[src/rtl/key_scan_pkg.sv]
// Shared types and constants for the matrix key scanner.
// Repeat timing constants are used only when KEY_AUTOREPEAT_EN is defined.
package key_scan_pkg;

  localparam logic [1:0] ST_DRIVE  = 2'd0;
  localparam logic [1:0] ST_SAMPLE = 2'd1;
  localparam logic [1:0] ST_EMIT   = 2'd2;

  localparam int CODE_W_MAX = 6;

  localparam int RPT_FIRST = 64;
  localparam int RPT_NEXT  = 16;
  localparam int RPT_W     = 7;

  typedef struct packed {
    logic [CODE_W_MAX-1:0] code;
    logic                  press;
  } key_evt_t;

endpackage

[src/rtl/key_evt_fifo.sv]
// Event queue: power-of-two depth, valid/ready pop side,
// push with full flag; push and pop may share a clock when full.
module key_evt_fifo #(
  parameter int DEPTH = 8,
  parameter int WIDTH = 7
) (
  input  logic             Clk,
  input  logic             Rst_n,
  input  logic             push,
  input  logic [WIDTH-1:0] push_data,
  output logic             full,
  output logic             pop_valid,
  input  logic             pop_ready,
  output logic [WIDTH-1:0] pop_data
);

  localparam int AW = $clog2(DEPTH);
  localparam logic [AW:0] FULL_C = (AW+1)'(DEPTH);

  logic [WIDTH-1:0] mem [DEPTH];
  logic [AW-1:0]    wr_q, rd_q;
  logic [AW:0]      cnt_q;
  logic             do_push, do_pop;

  assign pop_valid = cnt_q != '0;
  assign full      = cnt_q == FULL_C;
  assign do_pop    = pop_valid & pop_ready;
  assign do_push   = push & (~full | do_pop);
  assign pop_data  = pop_valid ? mem[rd_q] : '0;

  always_ff @(posedge Clk or negedge Rst_n) begin
    if (!Rst_n) begin
      wr_q  <= '0;
      rd_q  <= '0;
      cnt_q <= '0;
    end else begin
      if (do_push) wr_q <= wr_q + 1'b1;
      if (do_pop)  rd_q <= rd_q + 1'b1;
      cnt_q <= cnt_q + (AW+1)'(do_push) - (AW+1)'(do_pop);
    end
  end

  always_ff @(posedge Clk) begin
    if (do_push) mem[wr_q] <= push_data;
  end

endmodule

[src/rtl/matrix_key_scanner.sv]
// Column-scanned key matrix with per-key debounce, ghost filter and event FIFO.
// Optional auto-repeat of a single held key: define KEY_AUTOREPEAT_EN.
module matrix_key_scanner
  import key_scan_pkg::*;
#(
  parameter int ROWS       = 4,
  parameter int COLS       = 4,
  parameter int SCAN_DIV   = 65536,
  parameter int DEB_SCANS  = 8,
  parameter int FIFO_DEPTH = 8
) (
  input  logic                          Clk,
  input  logic                          Rst_n,
  input  logic [ROWS-1:0]               Row_i,
  output logic [COLS-1:0]               Col_o,
  output logic                          Evt_Valid,
  input  logic                          Evt_Ready,
  output logic [$clog2(ROWS*COLS)-1:0]  Evt_Code,
  output logic                          Evt_Press,
  output logic                          Overflow,
  input  logic                          Ovf_Clr
);

  localparam int KW = $clog2(ROWS*COLS);
  localparam int CW = $clog2(COLS);
  localparam int RW = $clog2(ROWS);
  localparam int DW = $clog2(SCAN_DIV);
  localparam logic [3:0] DEB_M1 = 4'(DEB_SCANS-1);

  logic [DW-1:0]   div_q;
  logic            tick;
  logic [1:0]      st_q, st_d;
  logic [CW-1:0]   c_q, c_d;
  logic [RW-1:0]   r_q, r_d;
  logic [ROWS-1:0] row_s1, row_s2, samp_q;
  logic [COLS-1:0] col_q, col_sel;
  logic [COLS-1:0] deb_q [ROWS];
  logic [3:0]      cnt_q [ROWS][COLS];
  logic [3:0]      cnt_cur, cnt_nxt;
  logic            emit, raw, diff, reach;
  logic            ghost, toggle, hold;
  logic            rpt_push, evt_push;
  logic            fifo_full, ovf_q, drop;
  key_evt_t        key_evt, rpt_evt;
  key_evt_t        push_evt, head;

  assign tick = div_q == DW'(SCAN_DIV-1);

  always_ff @(posedge Clk or negedge Rst_n) begin
    if (!Rst_n) div_q <= '0;
    else        div_q <= tick ? '0 : div_q + 1'b1;
  end

  always_comb begin
    st_d = st_q;
    c_d  = c_q;
    r_d  = r_q;
    unique case (1'b1)
      st_q == ST_DRIVE: begin
        if (tick) st_d = ST_SAMPLE;
      end
      st_q == ST_SAMPLE: begin
        if (tick) begin
          st_d = ST_EMIT;
          r_d  = '0;
        end
      end
      st_q == ST_EMIT: begin
        if (r_q == RW'(ROWS-1)) begin
          st_d = ST_DRIVE;
          r_d  = '0;
          c_d  = (c_q == CW'(COLS-1)) ? '0 : c_q + 1'b1;
        end else begin
          r_d = r_q + 1'b1;
        end
      end
      default: st_d = ST_DRIVE;
    endcase
  end

  always_ff @(posedge Clk or negedge Rst_n) begin
    if (!Rst_n) begin
      st_q   <= ST_DRIVE;
      c_q    <= '0;
      r_q    <= '0;
      col_q  <= '1;
      row_s1 <= '1;
      row_s2 <= '1;
      samp_q <= '1;
    end else begin
      st_q   <= st_d;
      c_q    <= c_d;
      r_q    <= r_d;
      col_q  <= ~(COLS'(1) << c_d);
      row_s1 <= Row_i;
      row_s2 <= row_s1;
      if (st_q == ST_SAMPLE && tick) samp_q <= row_s2;
    end
  end

  assign Col_o   = col_q;
  assign col_sel = COLS'(1) << c_q;

  assign emit    = st_q == ST_EMIT;
  assign raw     = ~samp_q[r_q];
  assign cnt_cur = cnt_q[r_q][c_q];
  assign diff    = raw != deb_q[r_q][c_q];
  assign reach   = cnt_cur == DEB_M1;

  // A new press is a ghost if another row shares this column and
  // also shares a second pressed column with this key's row.
  always_comb begin
    ghost = 1'b0;
    for (int r2 = 0; r2 < ROWS; r2++) begin
      if (RW'(r2) != r_q && deb_q[RW'(r2)][c_q] &&
          |(deb_q[RW'(r2)] & deb_q[r_q] & ~col_sel))
        ghost = 1'b1;
    end
  end

  assign toggle = emit & diff & reach & ~(raw & ghost);
  assign hold   = emit & diff & reach & raw & ghost;

  always_comb begin
    cnt_nxt = '0;
    if (diff) begin
      if (toggle)    cnt_nxt = '0;
      else if (hold) cnt_nxt = DEB_M1;
      else           cnt_nxt = cnt_cur + 4'd1;
    end
  end

  always_ff @(posedge Clk or negedge Rst_n) begin
    if (!Rst_n) begin
      for (int r = 0; r < ROWS; r++) begin
        deb_q[r] <= '0;
        for (int c = 0; c < COLS; c++) cnt_q[r][c] <= '0;
      end
    end else if (emit) begin
      cnt_q[r_q][c_q] <= cnt_nxt;
      if (toggle) deb_q[r_q][c_q] <= raw;
    end
  end

  assign key_evt.code  = CODE_W_MAX'(r_q) * CODE_W_MAX'(COLS)
                       + CODE_W_MAX'(c_q);
  assign key_evt.press = raw;

`ifdef KEY_AUTOREPEAT_EN
  logic [RPT_W-1:0]      rpt_q;
  logic [RPT_W-1:0]      n_down;
  logic [CODE_W_MAX-1:0] held_code;
  logic                  chg_q, due_q, scan_end;

  always_comb begin
    n_down    = '0;
    held_code = '0;
    for (int r = 0; r < ROWS; r++) begin
      for (int c = 0; c < COLS; c++) begin
        if (deb_q[RW'(r)][CW'(c)]) begin
          n_down    = n_down + 1'b1;
          held_code = CODE_W_MAX'(r*COLS + c);
        end
      end
    end
  end

  assign scan_end = emit && r_q == RW'(ROWS-1) && c_q == CW'(COLS-1);

  // Repeats are pushed in DRIVE, where no key event can compete.
  always_ff @(posedge Clk or negedge Rst_n) begin
    if (!Rst_n) begin
      rpt_q <= '0;
      chg_q <= 1'b0;
      due_q <= 1'b0;
    end else begin
      if (toggle) chg_q <= 1'b1;
      if (rpt_push) due_q <= 1'b0;
      if (scan_end) begin
        chg_q <= 1'b0;
        if (chg_q || toggle || n_down != RPT_W'(1)) begin
          rpt_q <= '0;
        end else if (rpt_q == RPT_W'(RPT_FIRST-1)) begin
          rpt_q <= RPT_W'(RPT_FIRST-RPT_NEXT);
          due_q <= 1'b1;
        end else begin
          rpt_q <= rpt_q + 1'b1;
        end
      end
    end
  end

  assign rpt_push      = due_q & (st_q == ST_DRIVE) & (n_down == RPT_W'(1));
  assign rpt_evt.code  = held_code;
  assign rpt_evt.press = 1'b1;
`else
  assign rpt_push = 1'b0;
  assign rpt_evt  = '0;
`endif

  assign evt_push = toggle | rpt_push;
  assign push_evt = rpt_push ? rpt_evt : key_evt;

  key_evt_fifo #(
    .DEPTH (FIFO_DEPTH),
    .WIDTH ($bits(key_evt_t))
  ) u_fifo (
    .Clk       (Clk),
    .Rst_n     (Rst_n),
    .push      (evt_push),
    .push_data (push_evt),
    .full      (fifo_full),
    .pop_valid (Evt_Valid),
    .pop_ready (Evt_Ready),
    .pop_data  (head)
  );

  assign Evt_Code  = head.code[KW-1:0];
  assign Evt_Press = head.press;

  generate
    if (KW < CODE_W_MAX) begin : g_code_pad
      logic unused_hi;
      assign unused_hi = |head.code[CODE_W_MAX-1:KW];
    end
  endgenerate

  assign drop = evt_push & fifo_full & ~(Evt_Valid & Evt_Ready);

  always_ff @(posedge Clk or negedge Rst_n) begin
    if (!Rst_n)       ovf_q <= 1'b0;
    else if (drop)    ovf_q <= 1'b1;
    else if (Ovf_Clr) ovf_q <= 1'b0;
  end

  assign Overflow = ovf_q;

endmodule
[config.mk]
export PLATFORM = sky130hd
export DESIGN_NAME = matrix_key_scanner
export DESIGN_NICKNAME = d
export VERILOG_FILES = /design/src/rtl/key_scan_pkg.sv /design/src/rtl/key_evt_fifo.sv /design/src/rtl/matrix_key_scanner.sv
export SDC_FILE = /design/constraint.sdc
export NUM_CORES = 1
export LEC_CHECK = 0
export ABC_AREA = 1
export CORE_UTILIZATION = 55
export DETAILED_ROUTE_END_ITERATION = 12
export PLACE_DENSITY = 0.69
export SKIP_CTS_REPAIR_TIMING = 1
export SYNTH_ARGS = -nofsm -noshare
export SYNTH_HDL_FRONTEND = slang
export SYNTH_SLANG_ARGS = --single-unit
export TNS_END_PERCENT = 10
[constraint.sdc]
create_clock -name Clk -period 5.6 [get_ports Clk]
set_input_delay 1.68 -clock Clk [delete_from_list [all_inputs] [get_ports Clk]]
set_output_delay 1.68 -clock Clk [all_outputs]
set_load 0.1 [all_outputs]
# Yosys cells after proc, flatten, opt, wreduce, memory -nomap -nowiden
# Memories as Yosys holds them, arrays and structs flattened.
# Cells that the tools add are included.
dict set report word_totals {
  ram_bits 48
  memories 1
  wordCells 152
  input_bits 8
  ff_bits 129
}
dict set report op_classes {
  n_lt_le_gt_ge 7
  addsub 9
  n_mux 48
  reduce_logical 18
  shifts 2
  n_eq_ne 12
  n_bitwise 23
}
# memory words width rd rd_clocked_by_memory_dff write_ports line_no
set memory_table {}
lappend memory_table {u_fifo.mem 8 6 1 0 1 key_evt_fifo.sv:20} ;# logic [WIDTH-1:0] mem [DEPTH];
# cell n
set ops {}
lappend ops {{$bwmux 64} 1}
lappend ops {{$mux 16} 4}
lappend ops {{$mux 4} 9}
lappend ops {{$bmux 16 s2} 1}
lappend ops {{$demux 16 s2} 1}
lappend ops {{$add 16x1->16 const B} 1}
lappend ops {{$and 4x4->4} 4}
lappend ops {{$bmux 4 s2} 2}
lappend ops {{$bwmux 16} 1}
lappend ops {{$demux 4 s2} 2}
lappend ops {{$eq 16x16->1 const B} 1}
lappend ops {{$mux 2} 8}
lappend ops {{$mux 1} 11}
lappend ops {{$and 1x1->1} 10}
lappend ops {{$bmux 1 s2} 4}
lappend ops {{$logic_and 1x1->1} 8}
lappend ops {{$not 4->4} 2}
lappend ops {{$reduce_or 4->1} 2}
lappend ops {{$shl 1x2->4 const A} 2}
lappend ops {{$add 3x1->3 const B} 2}
lappend ops {{$eq 2x2->1 const B} 3}
lappend ops {{$ge 3x3->1 const B} 2}
lappend ops {{$lt 2x3->1 const B} 2}
lappend ops {{$lt 3x1->1 const B} 2}
lappend ops {{other kinds (25)} 34}

# Depth between registers and ports, before layout
# Gate-level depths: netlist (run 1).
dict set report logic_depth {
  depth_word 16
  ltp_mapped 20
  depth_no_buf 18
}

# By module
# Synthesis (run 1) repeated with hierarchy kept, for this count alone.
dict set report unflattened {
  cells_unflattened 1141
  hier_area_um2 9494.1
}
# mod cells_per_inst instances area_each_um2 seq_area_each_um2
set modules_own_cells {}
lappend modules_own_cells {matrix_key_scanner 826 1 6382.4 2997.9}
lappend modules_own_cells {key_evt_fifo 315 1 3111.7 1931.9}

# Least setup slack after synthesis (run 1)
# OpenSTA, ideal clock, no wires.
dict set report synth_path {
  path_type {register to output}
  startpoint {reg u_fifo.cnt_q[2]}
  endpoint {out Evt_Code[0]}
  arrival_time_ns 3.038
  setup_slack_ns 0.882
  stages_incl_launch_ff 6
  cell_sequence {dfrtp_1 inv_1 ha_1 nand2_1 o21ai_0 a31oi_1}
}
dict set report synth_between {
  elab_chain_len 2
}
# item line_no
set synth_rtl {}
lappend synth_rtl {{start, declared} key_evt_fifo.sv:22} ;# logic [AW:0] cnt_q;
lappend synth_rtl {{start signal, assigned} key_evt_fifo.sv:39} ;# cnt_q <= cnt_q + (AW+1)'(do_push) - (AW+1)'(do_pop);
lappend synth_rtl {{$reduce_bool 4->1} key_evt_fifo.sv:25} ;# assign pop_valid = cnt_q != '0;
lappend synth_rtl {{via Evt_Valid} matrix_key_scanner.sv:16} ;# output logic Evt_Valid,
lappend synth_rtl {{$mux 5} key_evt_fifo.sv:29} ;# assign pop_data = pop_valid ? mem[rd_q] : '0;
lappend synth_rtl {{end, declared} matrix_key_scanner.sv:18} ;# output logic [$clog2(ROWS*COLS)-1:0] Evt_Code,
# The timed path passes the listed nets, and every way through them passes these cells.

# Final worst setup path (run 1)
dict set report layout_path {
  startpoint {reg u_fifo.rd_q[0]}
  endpoint {out Evt_Code[3]}
}
dict set report layout_between {
  elab_chain_len 2
}
# item line_no
set layout_rtl {}
lappend layout_rtl {{start, declared} key_evt_fifo.sv:21} ;# logic [AW-1:0] wr_q, rd_q;
lappend layout_rtl {{start signal, assigned} key_evt_fifo.sv:38} ;# if (do_pop) rd_q <= rd_q + 1'b1;
lappend layout_rtl {{$mem_v2 8x6} n/a}
lappend layout_rtl {{$mux 5} key_evt_fifo.sv:29}
# No other way between the ends.

==> implementation parameters, run 1 <==
Parameter                              Value

Cells and area
  Growth of design area from synthesis to finish ... 9.154%
  Combined area of the multi-input logic cells ... 3402 um2
  N_diodes ... 0
  Post-route cell area ... 9250 um2
  Fraction of layout instances using a drive strength above 1 ... 8.473%
  Final layout net count ... 1,029
  Register Area ... 4449 um2
  Count of filler cells inserted in the layout ... 1,276

Timing
  Least-Margin Pin Slew ... 1.014 ns
  Setup Viol. Count Final ... 0
  Post-layout min period ... 4.948 ns
  Final max-slew violation count ... 0
  Count of final hold-check violations ... 0
  RSZ-0062 raised after global routing ... false
  Relative max-transition margin ... 32.32%
  Worst hold margin ... 0.3564 ns
  Share of the clock period used by the worst path after layout ... 88.36%
  Final sum of negative setup slack ... 0 ns
  Top achievable clock speed ... 0.2021 GHz
  Final Skew ... 0.004946 ns

Yosys
  Number of synthesis warnings ... 0
  Number of library cell types mapped by synthesis ... 35
  Syn avg cell area ... 8.491 um2
  Post-Synthesis Net Count ... 1,025
  Number of synthesized register bits ... 169
  Post-Synth XOR/XNOR Area ... 1.447%
  Multiplexer area fraction after synthesis ... 0%
  Post-synth design cell area ... 8474 um2
  Sequential share of the synthesized area ... 52.50%
  Synth Area in Adders ... 2.894%
  Synth Area in Compound Gates ... 7.678%
  Fraction of the mapped netlist area in simple logic gates ... 28.13%
  Cells after synthesis ... 998
  Main combinational cell family by area after synthesis ... simple AND/OR/NAND/NOR gates

Clock tree
  Clock-pin slew on the worst setup and hold paths ... 0.06 ns
  Clock buffer count from CTS ... 17
  Clock tree from TritonCTS ... yes
  CTS H-tree depth ... 4
  Maximum clock path buffer count ... 2
  Root buf cell ... sky130_fd_sc_hd__clkbuf_16
  TritonCTS Sinks ... 169
  Insertion delay of the later-clocked pin in the worst-skew pair ... 0.42 ns

Pwr
  Lkg Pwr ... 0.004334 uW
  Power Density ... 339.6 nW/um2
  Final Power ... 3141 uW
  Peak ir drop on the vdd network ... 450.2 uV

Worst setup path
  Peak fanout along the critical path ... 22
  Category of the most critical setup path ... flop to output pin
  Startpoint types ... flop
  Ordered cell list for the critical path ... inv_1, o21ai_0, o22ai_1, o21ai_0, a31oi_1, clkdlybuf4s50_1
  Slowest CP cell ... sky130_fd_sc_hd__clkdlybuf4s50_1
  Capture point of the worst reg-to-reg path ... u_fifo.mem[3][1]
  Cell depth of the worst flop-to-flop path ... 12
  CP endpoint kind ... output pin
  Cell repeated most along the worst path ... sky130_fd_sc_hd__o21ai_0
  Worst endpoint data arrival time ... 3.27 ns
  Worst reg-to-reg setup slack ... 2.01 ns
  Reg-to-reg critical path startpoint ... r_q[0]
  Worst path required time ... 3.92 ns
  Stage delay of the slowest cell on the critical path ... 1.16 ns

Detailed routing
  Residual DRC count ... 0
  Drt via density ... 5.485
  ANT nets after route ... 0
  Number of design-rule violations left by the first detailed-router iteration ... 584
  Count of vias placed by the detailed router ... 6,598
  Total length of routed wires ... 19,350 um
  Wire length per cell after detailed routing ... 16.08 um
  First-pass detailed-route iteration total ... 6

Global route
  Wire length of the first global-routing pass ... 32,230 um
  Number of antenna violations at the first check in global routing ... 0
  Leftover overflow at the end of global routing ... 0
  Global-route usage over all layers ... 26.25%
  Via count of the first global-routing pass ... 6,345
  Pin count of the biggest net entering global routing ... 64

Job
  Number of maximum-capacitance constraint violations ... 0

Status
  Result of the run ... finished, final reports clean

Place
  Total placed instance area ... 8650 um2
  Detailed-placement wirelength estimate ... 12,310 um
  Count of buffers from port buffering ... 18
  RD Place Congestion ... 0.8160

Floorplanning
  Initial core utilization ... 55.95%
  Total I/O pin count ... 19
  Number of rows created at floorplan ... 45
  Core area ... 15,150 um2
  Die area ... 15,910 um2
  Chip height ... 126.1 um
  Die extent in x ... 126.1 um

Min path
  Worst hold path cell count ... 0
  Hold wc startpoint ... row_s1[1]
  Hold Path Class ... flop to flop
  Worst Hold Endpoint ... row_s2[1]
==> flip-flops by register name (all words and copies together) (netlist names) <==
signal	flops
st_q	2
u_fifo.cnt_q	4
deb_q	16
u_fifo.rd_q	3
c_q	2
cnt_q	64
row_s2	4
u_fifo.mem	40
samp_q	4
row_s1	4
u_fifo.wr_q	3
Col_o	4
Overflow	1
div_q	16
r_q	2
==> cell usage in the layout, fill, tap and decap left out, types with 2 or more instances in the layout <==
master and instances:
sky130_fd_sc_hd__nor2_1 110, sky130_fd_sc_hd__edfxtp_1 40, sky130_fd_sc_hd__a21oi_1 11, sky130_fd_sc_hd__bufinv_16 2, sky130_fd_sc_hd__clkbuf_1 3, sky130_fd_sc_hd__xnor2_1 3
sky130_fd_sc_hd__o211ai_1 10, sky130_fd_sc_hd__nand3_1 115, sky130_fd_sc_hd__inv_1 81, sky130_fd_sc_hd__clkbuf_16 18, sky130_fd_sc_hd__dfstp_2 16, sky130_fd_sc_hd__inv_4 4
sky130_fd_sc_hd__o21ai_1 22, sky130_fd_sc_hd__dfrtp_1 113, sky130_fd_sc_hd__inv_6 2, sky130_fd_sc_hd__nand4_1 5, sky130_fd_sc_hd__nor3_1 5, sky130_fd_sc_hd__clkbuf_8 2
sky130_fd_sc_hd__a31oi_1 5, sky130_fd_sc_hd__nand3_2 12, sky130_fd_sc_hd__xor2_1 11, sky130_fd_sc_hd__nand2_2 4, sky130_fd_sc_hd__inv_2 3, sky130_fd_sc_hd__buf_4 10
sky130_fd_sc_hd__nand2_1 300, sky130_fd_sc_hd__o21bai_4 3, sky130_fd_sc_hd__nand2_4 3, sky130_fd_sc_hd__clkinvlp_4 3, sky130_fd_sc_hd__clkdlybuf4s50_1 15, sky130_fd_sc_hd__o22ai_1 6
sky130_fd_sc_hd__ha_1 18, sky130_fd_sc_hd__o21ai_0 52
==> worst max-delay path, delay by kind of cell (launching register included) <==
kind | cells | cell delay (ns)
buf+inv | 2 | 1.66
compound gates | 4 | 0.57
flops | 1 | 0.60
==> cell usage after synthesis <==
cell type | count | area (um2)
sky130_fd_sc_hd__nand2_1 | 300 | 1126
sky130_fd_sc_hd__nand3_1 | 115 | 575.6
sky130_fd_sc_hd__dfrtp_1 | 113 | 2828
sky130_fd_sc_hd__nor2_1 | 110 | 412.9
sky130_fd_sc_hd__inv_1 | 81 | 304.0
sky130_fd_sc_hd__o21ai_0 | 52 | 260.3
sky130_fd_sc_hd__edfxtp_1 | 40 | 1201
sky130_fd_sc_hd__o21ai_1 | 22 | 110.1
sky130_fd_sc_hd__ha_1 | 18 | 225.2
sky130_fd_sc_hd__dfstp_2 | 16 | 420.4
sky130_fd_sc_hd__buf_6 | 13 | 146.4
sky130_fd_sc_hd__buf_2 | 12 | 60.06
sky130_fd_sc_hd__nand3_2 | 12 | 120.1
sky130_fd_sc_hd__a21oi_1 | 11 | 55.05
sky130_fd_sc_hd__xor2_1 | 11 | 96.34
sky130_fd_sc_hd__o211ai_1 | 10 | 75.07
sky130_fd_sc_hd__clkbuf_1 | 9 | 33.78
sky130_fd_sc_hd__buf_4 | 6 | 45.04
sky130_fd_sc_hd__o22ai_1 | 6 | 37.54
sky130_fd_sc_hd__a31oi_1 | 5 | 31.28
sky130_fd_sc_hd__nand4_1 | 5 | 31.28
sky130_fd_sc_hd__nor3_1 | 5 | 25.02
sky130_fd_sc_hd__nand2_2 | 4 | 25.02
sky130_fd_sc_hd__inv_2 | 3 | 11.26
sky130_fd_sc_hd__inv_4 | 3 | 18.77
sky130_fd_sc_hd__nand2_4 | 3 | 33.78
sky130_fd_sc_hd__o21bai_4 | 3 | 56.30
sky130_fd_sc_hd__xnor2_1 | 3 | 26.28
sky130_fd_sc_hd__a21oi_4 | 1 | 16.27
sky130_fd_sc_hd__a32oi_1 | 1 | 8.760
sky130_fd_sc_hd__clkinv_1 | 1 | 3.750
sky130_fd_sc_hd__fa_1 | 1 | 20.02
sky130_fd_sc_hd__nand3b_1 | 1 | 7.510
sky130_fd_sc_hd__nor2_2 | 1 | 6.260
sky130_fd_sc_hd__nor2_8 | 1 | 20.02
==> per-layer routing <==
layer  GRT usage (%)  part of all wire [%]  up-vias  routed length [um]
met5               0                     0        -                   0
met1           35.80                    47     3160                9089
met2           41.79                    47      159                9022
met4           9.780                   2.0        0                 395
met3           5.140                   4.4       31                 843
li1                -                     -     3248                   -
==> kinds of logic (layout without fill, tap and decap cells) <==
group	after synthesis	count (layout)
AO/OA/AOI/OAI	111	111
adder cells (fa/ha/maj)	19	19
AND/OR/NAND/NOR	557	557
XOR/XNOR	14	14
flip-flops	169	169
buffers and inverters	128	145
==> report_power, final <==
part	switching, uW	total [uW]	internal [uW]
Combinational	457	626	169
Clock	474	1180	710
Sequential	41.7	1330	1290
Total	972	3140	2170
==> stage by stage <==
stage	cells	setup slack, ns	utilization, %
2_1_floorplan	998	0.8816	-
3_3_place_gp	1171	1.246	57.11
3_5_place_dp	1171	1.161	57.11
4_1_cts	1203	0.7115	61.07
5_1_grt	1203	0.4941	61.07
6_report	1203	0.6520	61.07
==> cell type report <==
cell class / instances / area share [%]
clock inverter: 9 / 1.204
tap: 188 / 2.543
sequential: 169 / 48.10
inverter: 88 / 3.652
timing repair buffer: 25 / 2.435
clock buffer: 23 / 5.289
multi-input combinational: 701 / 36.78
==> worst max path at each step <==
stage | slack [ns] | startpoint | to | cells after the start
6_report | 0.65 | u_fifo.rd_q[0] | Evt_Code[3] | 6
3_3_place_gp | 1.25 | u_fifo.rd_q[0] | Evt_Code[3] | 6
2_1_floorplan | 0.88 | u_fifo.cnt_q[2] | Evt_Code[0] | 5
3_5_place_dp | 1.16 | u_fifo.rd_q[0] | Evt_Code[3] | 6
5_1_grt | 0.49 | u_fifo.rd_q[0] | Evt_Code[2] | 6
4_1_cts | 0.71 | u_fifo.rd_q[0] | Evt_Code[3] | 6
Note: power is estimated with default switching activity, not from simulation.
==> run 2: changes to the inputs <==
--- a/config.mk
+++ b/config.mk
@@ -8,7 +8,8 @@
 export ABC_AREA = 1
 export CORE_UTILIZATION = 55
 export DETAILED_ROUTE_END_ITERATION = 12
-export PLACE_DENSITY = 0.69
+export DONT_BUFFER_PORTS = 1
+export PLACE_DENSITY = 0.67
 export SKIP_CTS_REPAIR_TIMING = 1
 export SYNTH_ARGS = -nofsm -noshare
 export SYNTH_HDL_FRONTEND = slang
==> run 2 against run 1 <==
Effect of this change:
- final cell count decreased by 1.2%
- sequential power about the same
- global-route usage down 0.28 points
- critical path type unchanged
- clock skew increased by 0.0036 ns
- clock-buffer cell count is 2 lower
- largest cell class unchanged
- die area unchanged
- register-to-register slack worse by 0.04 ns
- flip-flop and latch count did not move
- highest routed layer unchanged
==> implementation parameters, run 2 (synthesis gave the netlist of run 1 again) <==
Parameter                              Value

Job
  Number of maximum-capacitance constraint violations ... 0 (unchanged)

Detailed routing
  Count of vias placed by the detailed router ... 6,478 (-1.8%)
  Residual DRC count ... 0 (unchanged)
  First-pass detailed-route iteration total ... 5 (-1)
  ANT nets after route ... 0 (unchanged)
  Number of design-rule violations left by the first detailed-router iteration ... 586 (+0.34%)
  Drt via density ... 5.448 (-0.66%)
  Wire length per cell after detailed routing ... 15.95 um (-0.81%)
  Total length of routed wires ... 18,970 um (-2.0%)

Pwr
  Lkg Pwr ... 0.004260 uW (-1.7%)
  Peak ir drop on the vdd network ... 400.3 uV (-11%)
  Power Density ... 336.7 nW/um2 (-0.85%)

Worst setup path
  Worst path required time ... 3.92 ns (about the same)
  Stage delay of the slowest cell on the critical path ... 0.74 ns (-0.42 ns)
  Category of the most critical setup path ... flop to output pin
  Slowest CP cell ... sky130_fd_sc_hd__dfrtp_1
  Peak fanout along the critical path ... 22 (unchanged)
  Cell repeated most along the worst path ... sky130_fd_sc_hd__o21ai_0
  Ordered cell list for the critical path ... inv_1, o21ai_0, o22ai_1, o21ai_0, a31oi_2, buf_4
  Worst endpoint data arrival time ... 2.47 ns (-0.80 ns)
  CP endpoint kind ... output pin
  Startpoint types ... flop

Clock tree
  Maximum clock path buffer count ... 2 (unchanged)
  CTS H-tree depth ... 4 (unchanged)
  Insertion delay of the later-clocked pin in the worst-skew pair ... 0.43 ns (about the same)
  Clock buffer count from CTS ... 17 (unchanged)
  TritonCTS Sinks ... 169 (unchanged)
  Clock-pin slew on the worst setup and hold paths ... 0.06 ns (about the same)
  Root buf cell ... sky130_fd_sc_hd__clkbuf_16
  Clock tree from TritonCTS ... yes

Global route
  Number of antenna violations at the first check in global routing ... 0 (unchanged)
  Leftover overflow at the end of global routing ... 0 (unchanged)
  Global-route usage over all layers ... 25.97% (-0.28 points)
  Wire length of the first global-routing pass ... 31,990 um (-0.75%)
  Pin count of the biggest net entering global routing ... 130 (+100%)
  Via count of the first global-routing pass ... 6,184 (-2.5%)

Place
  DP Cell Count ... 1,157 (-1.2%)
  Detailed-placement wirelength estimate ... 12,160 um (-1.2%)
  Count of buffers from port buffering ... 0 (-18)
  RD Place Congestion ... 0.8055 (-1.3%)
  Total placed instance area ... 8539 um2 (-1.3%)

Floorplanning
  Total I/O pin count ... 19 (unchanged)
  Die area ... 15,910 um2 (unchanged)
  Core area ... 15,150 um2 (unchanged)
  Initial core utilization ... 55.95% (unchanged)
  Die extent in x ... 126.1 um (unchanged)
  Number of rows created at floorplan ... 45 (unchanged)
  Chip height ... 126.1 um (unchanged)

Cells and area
  Most common library cell in the layout ignoring fill and taps ... sky130_fd_sc_hd__nand2_1
  Final layout net count ... 1,015 (-1.4%)
  Number of standard cells in the layout, taps in and fillers out ... 1,189 (-1.2%)
  Largest registers ... cnt_q x64, u_fifo.mem x40
  Growth of design area from synthesis to finish ... 7.338%
  N_diodes ... 0 (unchanged)
  Count of filler cells inserted in the layout ... 1,330 (+4.2%)
  Largest register by flop count ... cnt_q
  Post-route cell area ... 9096 um2 (-1.7%)
  Largest register FFs ... 64 (unchanged)
  Combined area of the multi-input logic cells ... 3433 um2 (+0.92%)
  Top library cells by usage in the layout, fill and taps aside ... sky130_fd_sc_hd__nand2_1, sky130_fd_sc_hd__nand3_1, sky130_fd_sc_hd__dfrtp_1
  Fraction of layout instances using a drive strength above 1 ... 9.191% (+0.72 points)
  Register Area ... 4451 um2 (about the same)

Timing
  Count of final hold-check violations ... 0 (unchanged)
  Least-Margin Pin Slew ... 0.9423 ns (-0.07173 ns)
  Final sum of negative setup slack ... 0 ns (unchanged)
  Setup Viol. Count Final ... 0 (unchanged)
  Final max-slew violation count ... 0 (unchanged)
  Worst hold margin ... 0.3561 ns (-0.0003070 ns)
  Final Skew ... 0.008501 ns (+0.003556 ns)
  Post-layout min period ... 4.148 ns (-0.8003 ns)
  Top achievable clock speed ... 0.2411 GHz (+19%)
  Share of the clock period used by the worst path after layout ... 74.07% (-14 points)
  RSZ-0062 raised after global routing ... false
  Relative max-transition margin ... 37.11% (+4.8 points)

Status
  Result of the run ... finished, final reports clean

Min path
  Hold Path Class ... flop to flop
-- run 2: cell types whose count changed in the layout (fill, tap and decap cells not counted), moves of 2 or more --
| cell | before | now |
|---|---|---|
| sky130_fd_sc_hd__clkdlybuf4s50_1 | 15 | 0 |
| sky130_fd_sc_hd__a31oi_1 | 5 | 0 |
| sky130_fd_sc_hd__a31oi_2 | 0 | 5 |
| sky130_fd_sc_hd__clkinv_2 | 1 | 3 |
| sky130_fd_sc_hd__clkbuf_8 | 2 | 0 |
-- run 2: per-layer routing --
| layer | track usage, % | part of all wire, % | vias up |
|---|---|---|---|
| met4 | 8.292 | 1.5 | 0 |
| met1 | 35.75 | 47 | 3101 |
| met5 | 0 | 0 | - |
| li1 | - | - | 3212 |
| met3 | 4.970 | 4.0 | 23 |
| met2 | 41.66 | 48 | 142 |
-- run 2: critical path: cells and delay by family (launching register included) --
family	cells	cell delay (ns)
buffers and inverters	2	0.68
AO/OA/AOI/OAI	4	0.61
flip-flops	1	0.74
-- run 2: final cells by class --
cell class	instances	share of cell area (%)
sequential	169	48.93
multi-input combinational	701	37.74
clock buffer	21	5.076
inverter	88	3.714
tap	188	2.586
clock inverter	11	1.045
timing repair buffer	11	0.9078
-- run 2: power breakdown --
group	switching, uW	leakage, uW	internal [uW]
Clock	478	0.000266	636
Combinational	449	0.00186	166
Sequential	43.6	0.00213	1290
-- run 2: final timing paths --
path | start | endpoint | slack (ns) | cells after the start
max | u_fifo.rd_q[0] | Evt_Press | 1.45 | 6
min in group asynchronous | Rst_n | cnt_q[28] | 0.95 | 0
min | row_s1[0] | row_s2[0] | 0.36 | 0
max reg2reg | r_q[1] | u_fifo.mem[3][1] | 1.97 | 13
min reg2reg | row_s1[0] | row_s2[0] | 0.36 | 0
max in group asynchronous | Rst_n | samp_q[0] | 4.34 | 0
-- run 2: stage by stage --
step / total power, uW / utilization [%] / setup slack, ns
floorplan: 1847 / - / 0.8816
global placement: 1968 / 56.38 / 1.992
detailed placement: 1974 / 56.38 / 1.924
CTS: 3086 / 60.06 / 1.434
global route: 3192 / 60.06 / 1.196
finish: 3062 / 60.06 / 1.452
